File: src/rtl/hazard_scoreboard_if.sv
// rtl/hazard_scoreboard_if.sv - ID-stage request and hazard/forwarding response bundle
interface hazard_scoreboard_if #(
  parameter int REG_ADDR_W = 5,
  parameter int FWD_W      = 2
);
  logic                  id_valid;
  logic [REG_ADDR_W-1:0] id_rs;
  logic                  id_rs_used;
  logic                  id_rs_fp;
  logic [REG_ADDR_W-1:0] id_rt;
  logic                  id_rt_used;
  logic                  id_rt_fp;
  logic [REG_ADDR_W-1:0] id_rd;
  logic                  id_wr_en;
  logic                  id_rd_fp;
  logic                  id_is_load;
  logic                  redirect;
  logic                  stall;
  logic [FWD_W-1:0]      fwd_a;
  logic [FWD_W-1:0]      fwd_b;
  logic [31:0]           stall_count;

  modport master (
    output id_valid, id_rs, id_rs_used, id_rs_fp, id_rt, id_rt_used, id_rt_fp,
    output id_rd, id_wr_en, id_rd_fp, id_is_load, redirect,
    input  stall, fwd_a, fwd_b, stall_count
  );

  modport slave (
    input  id_valid, id_rs, id_rs_used, id_rs_fp, id_rt, id_rt_used, id_rt_fp,
    input  id_rd, id_wr_en, id_rd_fp, id_is_load, redirect,
    output stall, fwd_a, fwd_b, stall_count
  );
endinterface

File: src/rtl/hazard_scoreboard.sv
// rtl/hazard_scoreboard.sv - shadow pipe of in-flight writers producing stall and forwarding codes
// Entry 0 is EX, entry DEPTH-1 is WB; the youngest matching writer decides each operand.
module hazard_scoreboard #(
  parameter int REG_ADDR_W    = 5,
  parameter int DEPTH         = 3,
  parameter int ALU_LAT       = 1,
  parameter int LOAD_LAT      = 2,
  parameter int RESOLVE_STAGE = 2
) (
  input logic             clock,
  input logic             reset,
  hazard_scoreboard_if.slave sb
);
  localparam int FWD_W = $clog2(DEPTH + 1);

  typedef struct packed {
    logic                  valid;
    logic                  wr;
    logic                  fp;
    logic [REG_ADDR_W-1:0] rd;
    logic                  load;
  } entry_t;

  entry_t           e [DEPTH];
  entry_t           ins;
  logic             haz_a, haz_b, stall_c;
  logic [FWD_W-1:0] code_a, code_b;
  logic [31:0]      stall_count_q;

  // Walk oldest to youngest so the lowest-index match is the one that sticks.
  always_comb begin
    haz_a  = 1'b0;
    haz_b  = 1'b0;
    code_a = '0;
    code_b = '0;
    for (int i = DEPTH - 1; i >= 0; i--) begin
      if (sb.id_rs_used && e[i].valid && e[i].wr && (e[i].fp == sb.id_rs_fp) && (e[i].rd == sb.id_rs)) begin
        if (i >= (e[i].load ? LOAD_LAT - 1 : ALU_LAT - 1)) begin
          haz_a  = 1'b0;
          code_a = FWD_W'(i + 1);
        end else begin
          haz_a  = 1'b1;
          code_a = '0;
        end
      end
      if (sb.id_rt_used && e[i].valid && e[i].wr && (e[i].fp == sb.id_rt_fp) && (e[i].rd == sb.id_rt)) begin
        if (i >= (e[i].load ? LOAD_LAT - 1 : ALU_LAT - 1)) begin
          haz_b  = 1'b0;
          code_b = FWD_W'(i + 1);
        end else begin
          haz_b  = 1'b1;
          code_b = '0;
        end
      end
    end
  end

  assign stall_c = sb.id_valid & ~sb.redirect & (haz_a | haz_b);

  // GP r0 is hardwired, so a write to it never produces a dependency.
  always_comb begin
    ins = '0;
    if (sb.id_valid && !stall_c && !sb.redirect) begin
      ins.valid = 1'b1;
      ins.wr    = sb.id_wr_en & ~(~sb.id_rd_fp & (sb.id_rd == '0));
      ins.fp    = sb.id_rd_fp;
      ins.rd    = sb.id_rd;
      ins.load  = sb.id_is_load;
    end
  end

  always_ff @(posedge clock) begin
    if (reset) begin
      for (int i = 0; i < DEPTH; i++) e[i] <= '0;
      stall_count_q <= '0;
    end else begin
      for (int i = DEPTH - 1; i > 0; i--) begin
        e[i] <= e[i-1];
        if (sb.redirect && (i < RESOLVE_STAGE)) e[i].valid <= 1'b0;
      end
      e[0] <= ins;
      if (stall_c && (stall_count_q != 32'hFFFF_FFFF)) stall_count_q <= stall_count_q + 32'd1;
    end
  end

  assign sb.stall       = stall_c;
  assign sb.fwd_a       = code_a;
  assign sb.fwd_b       = code_b;
  assign sb.stall_count = stall_count_q;
endmodule

File: src/flat_wrapper.sv
// flat-port wrapper written by rule: the top's interface ports become plain ports
module hazard_scoreboard_flat 
#(
  parameter int REG_ADDR_W    = 5,
  parameter int DEPTH         = 3,
  parameter int ALU_LAT       = 1,
  parameter int LOAD_LAT      = 2,
  parameter int RESOLVE_STAGE = 2
)
  (clock, reset, sb_id_valid, sb_id_rs, sb_id_rs_used, sb_id_rs_fp, sb_id_rt, sb_id_rt_used, sb_id_rt_fp, sb_id_rd, sb_id_wr_en, sb_id_rd_fp, sb_id_is_load, sb_redirect, sb_stall, sb_fwd_a, sb_fwd_b, sb_stall_count);
  hazard_scoreboard_if #(.REG_ADDR_W(REG_ADDR_W), .FWD_W(2)) sb_i ();
  input logic clock;
  input logic reset;
  input wire logic [$bits(sb_i.id_valid)-1:0] sb_id_valid;
  input wire logic [$bits(sb_i.id_rs)-1:0] sb_id_rs;
  input wire logic [$bits(sb_i.id_rs_used)-1:0] sb_id_rs_used;
  input wire logic [$bits(sb_i.id_rs_fp)-1:0] sb_id_rs_fp;
  input wire logic [$bits(sb_i.id_rt)-1:0] sb_id_rt;
  input wire logic [$bits(sb_i.id_rt_used)-1:0] sb_id_rt_used;
  input wire logic [$bits(sb_i.id_rt_fp)-1:0] sb_id_rt_fp;
  input wire logic [$bits(sb_i.id_rd)-1:0] sb_id_rd;
  input wire logic [$bits(sb_i.id_wr_en)-1:0] sb_id_wr_en;
  input wire logic [$bits(sb_i.id_rd_fp)-1:0] sb_id_rd_fp;
  input wire logic [$bits(sb_i.id_is_load)-1:0] sb_id_is_load;
  input wire logic [$bits(sb_i.redirect)-1:0] sb_redirect;
  output wire logic [$bits(sb_i.stall)-1:0] sb_stall;
  output wire logic [$bits(sb_i.fwd_a)-1:0] sb_fwd_a;
  output wire logic [$bits(sb_i.fwd_b)-1:0] sb_fwd_b;
  output wire logic [$bits(sb_i.stall_count)-1:0] sb_stall_count;
  assign sb_i.id_valid = sb_id_valid;
  assign sb_i.id_rs = sb_id_rs;
  assign sb_i.id_rs_used = sb_id_rs_used;
  assign sb_i.id_rs_fp = sb_id_rs_fp;
  assign sb_i.id_rt = sb_id_rt;
  assign sb_i.id_rt_used = sb_id_rt_used;
  assign sb_i.id_rt_fp = sb_id_rt_fp;
  assign sb_i.id_rd = sb_id_rd;
  assign sb_i.id_wr_en = sb_id_wr_en;
  assign sb_i.id_rd_fp = sb_id_rd_fp;
  assign sb_i.id_is_load = sb_id_is_load;
  assign sb_i.redirect = sb_redirect;
  assign sb_stall = sb_i.stall;
  assign sb_fwd_a = sb_i.fwd_a;
  assign sb_fwd_b = sb_i.fwd_b;
  assign sb_stall_count = sb_i.stall_count;
  hazard_scoreboard #(.REG_ADDR_W(REG_ADDR_W), .DEPTH(DEPTH), .ALU_LAT(ALU_LAT), .LOAD_LAT(LOAD_LAT), .RESOLVE_STAGE(RESOLVE_STAGE)) u_core (.clock(clock), .reset(reset), .sb(sb_i));
endmodule
File: config.mk
export PLATFORM = sky130hd
export DESIGN_NAME = hazard_scoreboard_flat
export DESIGN_NICKNAME = d
export VERILOG_FILES = /design/src/rtl/hazard_scoreboard_if.sv /design/src/rtl/hazard_scoreboard.sv /design/src/flat_wrapper.sv
export SDC_FILE = /design/constraint.sdc
export NUM_CORES = 1
export LEC_CHECK = 0
export ABC_AREA = 1
export ABC_CLOCK_PERIOD_IN_PS = 5100
export BUFFER_PORTS_ARGS = -buffer_cell sky130_fd_sc_hd__buf_4
export CAP_MARGIN = 25
export CORE_UTILIZATION = 55
export DETAILED_ROUTE_END_ITERATION = 10
export PLACE_DENSITY = 0.78
export SYNTH_ARGS = -nofsm -noshare
export SYNTH_HDL_FRONTEND = slang
export SYNTH_SLANG_ARGS = --single-unit
File: constraint.sdc
create_clock -name clock -period 5.1 [get_ports clock]
set_input_delay 0.51 -clock clock [delete_from_list [all_inputs] [get_ports clock]]
set_output_delay 0.51 -clock clock [all_outputs]
set_load 0.01 [all_outputs]
Yosys cells after proc, flatten, opt, wreduce, memory -nomap -nowiden
Memory sizes are Yosys's and may differ from the RTL's.
Index checks and enable logic that the tools add are counted.
W data, S select, Z words.
Cells by class
  equality and inequality tests: 13
  multiplexer cells: 32
  reductions and logical operators: 30
  add/subtract/negate cells: 1
  magnitude comparators: 3
  bitwise logic cells: 12
Operators with widths (count)
  $mux W9: 4
  $add A32 B1 Y32 const B: 1
  $ge A1 B32 Y1 const A: 1
  $ge A2 B32 Y1 const A: 1
  $ge A3 B32 Y1 const A: 1
  $ne A32 B32 Y1 const B: 1
  $eq A5 B5 Y1: 6
  $logic_and A1 B1 Y1: 27
  $mux W1: 20
  $mux W2: 8
  $eq A1 B1 Y1: 6
  $logic_not A5 Y1: 1
  $or A1 B1 Y1: 5
  $and A1 B1 Y1: 4
  $not A1 Y1: 3
  $logic_not A1 Y1: 2
Storage, ports and cells
  output and inout bits: 37
  memories: 1
  input bits: 26
  bits in writable memories: 27
  bits in registers: 32
Memory list
  u_core.e: words 3, width 9, read ports 3, clocked after memory_dff 0, write ports 3, RTL line hazard_scoreboard.sv:24  | entry_t e [DEPTH];

Longest topological paths before layout
Gate-level depths: netlist (run 1).
An unclocked memory read counts as a cell.
  word-level depth: 15
  gate-level depth with buffers: 13

Least setup slack after synthesis (run 1)
No wires, ideal clock.
  kind: input port to output port
  from: input sb_id_rs[0]
  to: output sb_stall
  required time: 4590 ps
  stages: 11
  arrival: 1440 ps
  path slack: 3150 ps
  cell sequence: inv_1 nand2_1 nand2_1 nand3_1 nor2_4 nand2_2 nand2_4 buf_12 buf_8 nand2_1 inv_1
Between the ends
  cells in the longest elaborated chain, start to end: 7
  elaborated cells on any way between the ends: 11
  those cells by class: 3 x eq/ne; 3 x mux; 2 x bitwise; 3 x reduce/logical
RTL lines
  from (decl): RTL line flat_wrapper.sv:15  | input wire logic [$bits(sb_i.id_rs)-1:0] sb_id_rs;
  $eq A5 B5 Y1: RTL line hazard_scoreboard.sv:37  | if (sb.id_rs_used && e[i].valid && e[i].wr && (e[i].fp == sb.id_rs_fp) && (e[i].rd == sb.id_rs)) begin
  $logic_and A1 B1 Y1: RTL line hazard_scoreboard.sv:37
  $mux W1 (2 in a row): RTL line hazard_scoreboard.sv:37
  $mux W1 *: RTL line hazard_scoreboard.sv:37
  $or A1 B1 Y1 *: RTL line hazard_scoreboard.sv:58  | assign stall_c = sb.id_valid & ~sb.redirect & (haz_a | haz_b);
  $and A1 B1 Y1 *: RTL line hazard_scoreboard.sv:58
  to (decl): RTL line flat_wrapper.sv:26  | output wire logic [$bits(sb_i.stall)-1:0] sb_stall;
Every way passes the cells marked *; elsewhere a longest branch is shown, timed or not.

==> results by stage, run 1 <==
Hold path:
- The worst hold path belongs to the class in -> reg.

GRT:
- The wire length of the first global-routing pass is 16,400 um.
- The global route total overflow is 0.
- The initial antenna violation count is 0.
- Entering global routing, the biggest net connects 45 pins.
- The overall track demand over capacity in global routing is 0.279.
- The number of global-route vias before repair is 3,507.

Clock tree:
- The post-cts repair resize count is 0.
- The cell at the root of the clock tree is sky130_fd_sc_hd__clkbuf_8.
- Clock-pin slew was measured on the worst setup and hold paths at 0.07 ns.
- The number of buffers on the longest clock path is 2.
- CTS built an H-tree with a depth of 3.
- The number of clock buffers added by TritonCTS is 9.
- The CTS tree is done.
- The later-pin clock latency in the skew report is 0.33 ns.
- The number of sinks driven by the clock tree is 57.
- Buffers added to address setup during post-CTS repair amount to 0.
- The hold buffer count at cts is 0.

Cells and area:
- The top cell types in the final layout, fill and taps aside, are 191 x sky130_fd_sc_hd__nand2_1, 92 x sky130_fd_sc_hd__nor2_1, 70 x sky130_fd_sc_hd__inv_1.
- The post-synthesis to final-layout area growth is 20.2%.
- The share of cells above drive strength 1 is 0.150.
- The number of inserted diodes is 0.
- The library cell used most frequently in the layout, excluding fill and tap cells, is sky130_fd_sc_hd__nand2_1.
- The net count reported at finish is 701.

STA:
- Dividing the final minimum period by the clock period gives 0.506.
- Static timing analysis puts the maximum clock frequency at 388 MHz.
- The clock period minus final worst setup slack is 2.58 ns.
- The worst clock skew is 0.00888 ns.
- The count of final max-slew check failures came to 0.
- The final sum of negative setup slack is 0 ns.
- The total count of hold-check failures in the final report came to 0.
- Setup repair after global routing left no endpoint under its margin.
- The final setup violation count is 0.

Routing:
- Summing over every cut layer, the via total after detailed routing is 4,090.
- Using the TritonRoute via totals, the vias-per-cell ratio works out to 5.28.
- For this run, design rule violations remaining after detail routing come to 0.
- The remaining antenna violation count after routing is 0.
- The average routed wire per standard cell is 12.8 um.
- The aggregate routed wire length is 9960 um.
- The detailed router finished its first iteration with 289 violations.
- The first detailed-routing pass ran for 5 iterations.

Yosys:
- The mapped netlist covers 0.00393 mm2.
- For this run, the number of Yosys warnings is 0.
- Synthesis inferred 57 register bits.
- The number of unique standard cell types used by synthesis is 33.
- The sequential fraction of the synthesis area is 0.354.
- The synthesized netlist cell count is 594.
- The mean post-synth cell area is 6.62 um2.

Floorplanning:
- The initialized floorplan defines 30 standard-cell rows.
- The region available for standard cell placement spans 0.00687 mm2.
- The die covers 0.00749 mm2.
- Measured along the y axis, the die boundary spans 86.6 um.
- The initial utilization of the core area, before any placement, comes to 0.573.
- During I/O placement, the number of pins put on the boundary was 63.
- The die is 86.6 um wide.

Power:
- IR analysis of the VDD net gives a maximum drop of 0.000181 V.
- The design draws 1.10 mW.
- The power per cell area is 232 mW/mm2.
- The standby leakage power is 1.96 nW.

Run status:
- The flow ran to the end, and the final reports show no timing, DRC or antenna violations.

Placement:
- The detailed placer's ending HPWL is 7270 um.
- The count of buffers inserted at the top-level ports is 62.
- At the end of routability-driven placement, the weighted congestion stood at 0.920.

Worst setup path:
- The worst setup path is captured at an output port.
- The top fanout value on the critical path is 38.
- The required arrival time at the worst endpoint is 4.59 ns.
- STA classifies the critical path startpoint as a register.
- By startpoint and endpoint, the worst setup path is classified as reg -> out.
- The arrival time of data at the critical path endpoint is 2.07 ns.

Job:
- Across the run, the number of max-cap violations was 0.
==> flip-flops by register name, summed over array words and instances, names as in the netlist <==
name	count
u_core.e	25
u_core.sb.stall_count	32
==> report_power, final <==
group	internal [mW]	switching, mW	leakage [nW]	total [mW]
Sequential	0.490	0.0114	0.508	0.502
Combinational	0.0344	0.0527	1.33	0.0871
Clock	0.319	0.190	0.122	0.509
Total	0.843	0.254	1.96	1.10
==> per-stage QoR <==
| step | util | worst slack, ns | cells | area [um2] | hold WS (ns) |
|---|---|---|---|---|---|
| 2_1_floorplan | - | 3.15 | 618 | 4020 | 0.518 |
| 3_3_place_gp | 0.651 | 2.77 | 758 | 4470 | 0.509 |
| 3_5_place_dp | 0.651 | 2.73 | 758 | 4470 | 0.512 |
| 4_1_cts | 0.686 | 2.54 | 774 | 4710 | 0.460 |
| 5_1_grt | 0.688 | 2.37 | 775 | 4730 | 0.451 |
| 6_report | 0.688 | 2.52 | 775 | 4730 | 0.472 |
==> critical path, cell delays in order (launching register included) <==
cell and delay (ns):
sky130_fd_sc_hd__edfxtp_1 0.43, sky130_fd_sc_hd__inv_1 0.10, sky130_fd_sc_hd__nand2_1 0.07, sky130_fd_sc_hd__nand2_1 0.05, sky130_fd_sc_hd__nor2_1 0.13, sky130_fd_sc_hd__nand2_1 0.11, sky130_fd_sc_hd__nor2_4 0.14, sky130_fd_sc_hd__nand2_2 0.09
sky130_fd_sc_hd__nand2_4 0.33, sky130_fd_sc_hd__nand2_1 0.09, sky130_fd_sc_hd__inv_1 0.06, sky130_fd_sc_hd__buf_4 0.11
==> worst paths after layout <==
kind,to,depth (start not counted),slack [ns],from
max reg2reg,u_core.sb.stall_count[17]$_SDFFE_PP0P_,9,2.76,u_core.sb.stall_count[0]$_SDFFE_PP0P_
max,sb_stall,11,2.52,u_core.e[0][3]$_SDFFCE_PN0P_
min,u_core.e[0][17]$_SDFFCE_PP0P_,2,0.47,sb_redirect
min reg2reg,u_core.sb.stall_count[14]$_SDFFE_PP0P_,2,0.52,u_core.sb.stall_count[14]$_SDFFE_PP0P_
==> layer usage <==
metal | global-route usage | wire length, um
met5 | 0 | 0
met4 | 0.0803 | 129
met3 | 0.0400 | 736
met1 | 0.406 | 4640
met2 | 0.430 | 4450
==> logic make-up after synthesis <==
kind of cell    after synthesis  share of synthesized area
other cells                   1                   0.000953
fa+ha+maj                     1                    0.00318
flops                        57                      0.354
mux                           1                    0.00254
buf+inv                      94                      0.109
compound gates               36                     0.0483
simple gates                377                      0.422
xor+xnor                     27                     0.0601
==> cell usage after synthesis <==
cell,number,share of area
sky130_fd_sc_hd__mux2i_1,1,0.0025
sky130_fd_sc_hd__buf_12,1,0.0051
sky130_fd_sc_hd__nand3_1,34,0.043
sky130_fd_sc_hd__o21ai_0,3,0.0038
sky130_fd_sc_hd__inv_1,70,0.067
sky130_fd_sc_hd__buf_2,6,0.0076
sky130_fd_sc_hd__inv_2,5,0.0048
sky130_fd_sc_hd__a21oi_1,29,0.037
sky130_fd_sc_hd__nor2_2,3,0.0048
sky130_fd_sc_hd__nor2_4,5,0.014
sky130_fd_sc_hd__edfxtp_1,25,0.19
sky130_fd_sc_hd__nand2_1,191,0.18
sky130_fd_sc_hd__or2_2,2,0.0032
sky130_fd_sc_hd__clkbuf_1,6,0.0057
sky130_fd_sc_hd__nor4_1,2,0.0032
sky130_fd_sc_hd__buf_4,1,0.0019
sky130_fd_sc_hd__nand3_2,1,0.0025
sky130_fd_sc_hd__conb_1,1,0.00095
sky130_fd_sc_hd__nor2_1,93,0.089
sky130_fd_sc_hd__buf_8,3,0.011
sky130_fd_sc_hd__dfxtp_1,32,0.16
sky130_fd_sc_hd__xnor2_1,16,0.036
sky130_fd_sc_hd__o211ai_1,2,0.0038
sky130_fd_sc_hd__nor3_1,1,0.0013
sky130_fd_sc_hd__nand3_4,2,0.0089
sky130_fd_sc_hd__nand4_1,39,0.062
sky130_fd_sc_hd__o31ai_1,1,0.0019
sky130_fd_sc_hd__ha_1,1,0.0032
sky130_fd_sc_hd__nand2_4,1,0.0029
sky130_fd_sc_hd__buf_6,2,0.0057
sky130_fd_sc_hd__xor2_1,11,0.024
sky130_fd_sc_hd__nand2_2,3,0.0048
sky130_fd_sc_hd__a211oi_1,1,0.0019
==> final cells by class <==
cell class                 count  area, um2
tap                           96        120
sequential                    57       1390
timing repair buffer          64        488
clock inverter                 4       73.8
clock buffer                  12        166
fill                         603       2140
inverter                      75        282
multi-input combinational    467       2210
(Power assumes the default switching activity.)
==> inputs of run 2 (changes only) <==
Settings changed: ABC_CLOCK_PERIOD_IN_PS 5100 to 2300, CORE_UTILIZATION 55 to 52, PLACE_DENSITY 0.78 to 0.77.
Clock period 5.1 ns to 2.3 ns, I/O delays scaled along.
==> results by stage, run 2 (same netlist as run 1, synthesis figures left out) <==
STA:
- Setup repair after global routing left no endpoint under its margin.
- Of the available clock period, the critical path in the final layout requires 0.947.
- The final sum of negative setup slack is 0 ns.
- Timing would allow up to 459 MHz.
- The setup slack after layout is 0.122 ns.
- The worst clock skew is 0.00598 ns.
- The clock period minus final worst setup slack is 2.18 ns.
- The count of final max-slew check failures is 0.
- Setup violations remaining at the end of the flow were counted as 0.
- The total count of hold-check failures in the final report was 0.

Run status:
- The run finished with clean final reports.

Routing:
- The number of iterations in the first detailed-routing pass is 6.
- The remaining antenna violation count after routing is 0.
- The detailed router's first-iteration violation count is 348.
- The routed layout has 3,997 vias.
- The number of remaining DRC errors is 0.
- The average routed wire per standard cell is 12.9 um.
- The aggregate routed wire length is 10,100 um.
- The via density per instance is 5.11.

Job:
- Max-cap violations in this run came to 0.

Cells and area:
- Leaving out fill and tap cells, the most frequent cells in the layout are 191 x sky130_fd_sc_hd__nand2_1, 92 x sky130_fd_sc_hd__nor2_1, 70 x sky130_fd_sc_hd__inv_1.
- The area used by multi-input combinational logic is 0.00222 mm2.
- The area growth from synthesis to layout is 21.0%.
- Leaving out fill and tap cells, the most frequent cell in the layout is sky130_fd_sc_hd__nand2_1.
- The number of flip-flops in the largest register is 32.
- The count of cells in the finished layout, fillers not included, comes to 782.
- The cell area after layout is 0.00476 mm2.
- The area taken by flip-flops and latches is 0.00139 mm2.
- The filler cell count in the final layout is 672.
- The net count of the finished layout is 705.
- The number of inserted diodes is 0.
- Of the cells placed in the final design, the portion with a size suffix greater than 1 is 0.155.

Floorplanning:
- For this configuration, the core starts out at a cell density of 0.539.
- The full die area is 0.00792 mm2.
- The number of core rows is 31.
- The die width is 89.0 um.
- From bottom edge to top edge, the die measures 89.0 um.
- The boundary pin count is 63.
- The core region is 0.00729 mm2.

Clock tree:
- In this run the number of H-tree levels came out at 3.
- The CTS tree is done.
- The number of buffers created by CTS is 9.
- The clock reaches the later pin of the worst-skew pair after 0.35 ns.
- CTS placed an instance of sky130_fd_sc_hd__clkbuf_8 at the clock tree root.
- The clock transition at the register clock pins on the worst setup and hold paths after CTS is 0.07 ns.
- The number of buffers on the longest clock path is 2.
- The number of sinks driven by the clock tree is 57.

GRT:
- In the global route stage, overall resource usage came out at 0.273.
- The total overflow left after global routing is 0.
- The initial antenna violation count came to 0.
- The maximum number of pins on one net before global-route repair is 44.
- The number of global-route vias before repair is 3,544.
- The first global-routing pass estimated 16,500 um of wire.

Worst setup path:
- STA classifies the critical path endpoint as an output port.
- The worst register-to-register path has a depth of 9.
- The top fanout value on the critical path is 3.
- The required arrival time at the worst endpoint is 2.07 ns.
- The category of the worst setup path launch point is a register.
- The startpoint-to-endpoint class of the critical path is reg -> out.
- The arrival time of data at the critical path endpoint is 1.95 ns.

Placement:
- The final weighted congestion in routability-driven placement is 0.913.
- After legalization and detailed placement, the total HPWL measured 7380 um.
- The count of buffers inserted at the top-level ports is 62.
- Before CTS, the worst setup slack after placement is 0.313 ns.
- Once placement completed, the tool counted placed cells totaling 767.
- In this run the cell area measured after placement is 0.00452 mm2.

Hold path:
- The path category of the worst min-delay check is in -> reg.
- The worst hold path cell count is 2.

Power:
- The design draws 2.44 mW.
- IR analysis of the VDD net gives a maximum drop of 0.000338 V.
- For this design the static power due to leakage is 1.97 nW.
- The power per cell area is 512 mW/mm2.
run 2: critical path, cell delays in order (launching register included):
cell and delay [ns]:
sky130_fd_sc_hd__edfxtp_1 0.42, sky130_fd_sc_hd__or2_2 0.29, sky130_fd_sc_hd__a21oi_1 0.18, sky130_fd_sc_hd__nand4_1 0.17, sky130_fd_sc_hd__nor3_2 0.18, sky130_fd_sc_hd__nand3_1 0.10, sky130_fd_sc_hd__o21ai_0 0.10, sky130_fd_sc_hd__buf_4 0.15
run 2: cell type report:
class,instances,area share
clock buffers,10,0.0268
clock inverters,6,0.0223
inverters,75,0.0591
multi-input cells,467,0.466
flip-flops and latches,57,0.292
well taps,99,0.0260
repair buffers,68,0.107
run 2: repair_timing:
action	in CTS	in global routing
buffers inserted	0	0
gates resized for setup	0	2
endpoints found under the setup margin	1	2
hold buffers	0	0
run 2: worst paths after layout:
kind                                                from                                endpoint  slack [ns]
setup / recovery           u_core.e[0][20]$_SDFFCE_PN0P_                             sb_fwd_b[0]        0.12
hold / removal                               sb_redirect           u_core.e[0][17]$_SDFFCE_PP0P_        0.16
setup reg to reg   u_core.sb.stall_count[1]$_SDFFE_PP0P_  u_core.sb.stall_count[10]$_SDFFE_PP0P_        0.28
hold reg to reg   u_core.sb.stall_count[31]$_SDFFE_PP0P_  u_core.sb.stall_count[31]$_SDFFE_PP0P_        0.52
run 2: stage by stage:
stage,util,hold WS (ns)
floorplan,-,0.415
global placement,0.620,0.507
detailed placement,0.620,0.513
CTS,0.651,0.166
global route,0.653,0.164
finish,0.653,0.165
run 2: layer usage:
| metal | track usage | wire length (um) | up-vias |
|---|---|---|---|
| li1 | - | - | 2036 |
| met3 | 0.0591 | 673 | 22 |
| met4 | 0.105 | 187 | 0 |
| met5 | 0 | 0 | - |
| met2 | 0.415 | 4420 | 140 |
| met1 | 0.381 | 4820 | 1799 |
run 2: power by group:
group / total (mW) / internal [mW] / switching (mW) / leakage [nW]
Clock: 1.13 / 0.714 / 0.418 / 0.114
Sequential: 1.11 / 1.09 / 0.0257 / 0.508
Combinational: 0.191 / 0.0751 / 0.116 / 1.35
==> inputs of run 3 (changes only) <==
Settings changed: CORE_UTILIZATION 52 to 45, PLACE_DENSITY 0.77 to 0.68.
==> results by stage, run 3 (same netlist as run 1, synthesis figures left out) <==
Run status:
- The run finished with clean final reports.

Cells and area:
- Leaving out fill and tap cells, the most frequent cell in the layout is sky130_fd_sc_hd__nand2_1.
- The area taken by flip-flops and latches is 0.00139 mm2.
- In the final layout, the share of cells above drive strength 1 is 0.165.
- The post-synthesis to final-layout area growth is 21.6%.
- The net count reported at finish is 711.
- The number of antenna diodes in the final layout is 0.
- The register with the most flip-flops in the layout has 32 of them.
- In the layout the commonest cells are 191 x sky130_fd_sc_hd__nand2_1, 92 x sky130_fd_sc_hd__nor2_1, 74 x sky130_fd_sc_hd__buf_4.
- The area used by multi-input combinational logic is 0.00221 mm2.
- Counting the fill cells in the layout gives 844.

Power:
- The share of total power dissipated in combinational logic is 0.083.
- Summed over all nets, the switching power comes to 0.572 mW.
- The standby leakage power is 2.00 nW.
- Cell internal power was estimated by the tool at 1.77 mW.
- VDD sags by at most 0.000278 V.
- Of the total power, the clock network draws 0.442.
- The switching power as a share of total power is 0.244.
- The power per cell area is 490 mW/mm2.
- The sequential power share is 0.475.

Clock tree:
- Clock latency on the worst-skew pair, taken at its later pin, is 0.35 ns.
- Counting the buffers created by CTS gives 9.
- The number of levels the H-tree was split into is 3.
- The tree built by TritonCTS fans out to 57 sinks.
- The clock transition at the register clock pins on the worst setup and hold paths after CTS is 0.07 ns.
- The CTS tree is done.
- The cell at the root of the clock tree is sky130_fd_sc_hd__clkbuf_8.
- In this run the deepest clock path goes through 2 buffers.

STA:
- Setup repair after global routing left no endpoint under its margin.
- Of the available clock period, the critical path in the final layout requires 0.941.
- For this run, the top clock speed supported by timing is 462 MHz.
- The final setup violation count is 0.
- The clock period minus final worst setup slack is 2.16 ns.
- The setup slack after layout is 0.135 ns.
- Summed over all failing endpoints, the final setup total negative slack is 0 ns.
- The count of final max-slew check failures is 0.
- The total count of hold-check failures in the final report came to 0.
- The worst clock skew is 0.00870 ns.

Worst setup path:
- The worst setup path is of the reg -> out kind.
- The largest single stage delay on the critical path is 0.38 ns.
- Along the worst path, the maximum fanout reaches 2.
- STA puts the critical path data required time at 2.07 ns.
- The number of buffers and inverters on the critical path is 1.
- The slowest library cell on the worst path is sky130_fd_sc_hd__edfxtp_1.
- The category of the worst setup path launch point is a register.
- Data arrives at the worst endpoint at 1.93 ns.
- Walking the worst path, the cells encountered are or2_2, a21oi_2, nand4_1, nor3_2, nand3_1, o21ai_0, buf_4.
- The endpoint class of the critical path is an output port.
- The cell family with the largest share of critical-path delay is simple AND/OR/NAND/NOR gates.

Placement:
- At the end of routability-driven placement, the weighted congestion stood at 0.876.
- Once detailed placement completed, the half-perimeter wirelength came to 7740 um.
- The count of buffers inserted at the top-level ports is 62.
- The worst slack after detailed placement is 0.292 ns.

Routing:
- The average routed wire per standard cell is 12.9 um.
- Detailed routing inserted a total of 3,957 vias.
- After the first detailed-routing iteration, the DRC count stood at 240.
- The aggregate routed wire length is 10,300 um.
- The via density per instance is 4.98.
- The remaining antenna violation count after routing is 0.
- The number of remaining DRC errors is 0.
- For this run, the detailed router's first-pass iteration total came to 5.

Floorplanning:
- The boundary pin count is 63.
- The standard cell core area is 0.00834 mm2.
- For this configuration, the core starts out at a cell density of 0.472.
- The floorplan step defined a die boundary enclosing 0.00912 mm2.
- From bottom edge to top edge, the die measures 95.5 um.
- The die width is 95.5 um.
- The number of core rows is 33.

GRT:
- Across every metal layer, demand over resource in global routing totals 0.242.
- The wire length of the first global-routing pass is 16,800 um.
- The initial antenna violation count is 0.
- Summed over all layers, the global routing overflow is 0.
- Entering global routing, the biggest net connects 44 pins.
- The number of global-route vias before repair is 3,567.

Hold path:
- In this run the worst hold path is classified as in -> reg.

Job:
- Across the run, the number of max-cap violations was 0.
## run 3: final timing paths
check | startpoint | to | slack, ns | depth (start not counted)
min | sb_redirect | u_core.e[0][17]$_SDFFCE_PP0P_ | 0.18 | 2
max reg2reg | u_core.sb.stall_count[1]$_SDFFE_PP0P_ | u_core.sb.stall_count[21]$_SDFFE_PP0P_ | 0.27 | 13
max | u_core.e[0][20]$_SDFFCE_PN0P_ | sb_fwd_b[0] | 0.14 | 7
min reg2reg | u_core.sb.stall_count[13]$_SDFFE_PP0P_ | u_core.sb.stall_count[13]$_SDFFE_PP0P_ | 0.52 | 2
## run 3: metal layers
| metal | GRT usage | wire length [um] | vias to the layer above |
|---|---|---|---|
| met5 | 0 | 0 | - |
| met4 | 0.0896 | 193 | 0 |
| met3 | 0.0399 | 470 | 18 |
| met2 | 0.355 | 4360 | 92 |
| met1 | 0.352 | 5240 | 1794 |
| li1 | - | - | 2053 |
## run 3: power groups by stage
stage	clock network, mW	logic, mW	registers, mW
2_1_floorplan	0	0.115	1.13
3_3_place_gp	0	0.186	1.13
3_5_place_dp	0	0.189	1.13
4_1_cts	1.05	0.191	1.11
5_1_grt	1.10	0.220	1.12
6_report	1.04	0.195	1.11
## run 3: area by class of cell
class                           count  share of cell area
Clock buffer                       10              0.0267
Clock inverter                      6              0.0173
Inverter                           75              0.0588
Multi-Input combinational cell    467               0.463
Sequential cell                    57               0.291
Tap cell                          105              0.0275
Timing Repair Buffer               74               0.116
## run 3: what timing repair did
action,CTS,global route
endpoints found under the hold margin,0,0
setup endpoints to repair,0,2
buffers inserted,0,1
hold buffers,0,0
resized for setup,0,2
## run 3: per-stage QoR
| stage | area, um2 | instances | util | total power [mW] | hold WS [ns] |
|---|---|---|---|---|---|
| after floorplan | 4020 | 618 | - | 1.24 | 0.415 |
| after global placement | 4560 | 777 | 0.547 | 1.32 | 0.505 |
| after detailed placement | 4560 | 777 | 0.547 | 1.32 | 0.508 |
| after CTS | 4770 | 793 | 0.572 | 2.35 | 0.175 |
| after global routing | 4780 | 794 | 0.574 | 2.44 | 0.178 |
| final | 4780 | 794 | 0.574 | 2.34 | 0.179 |
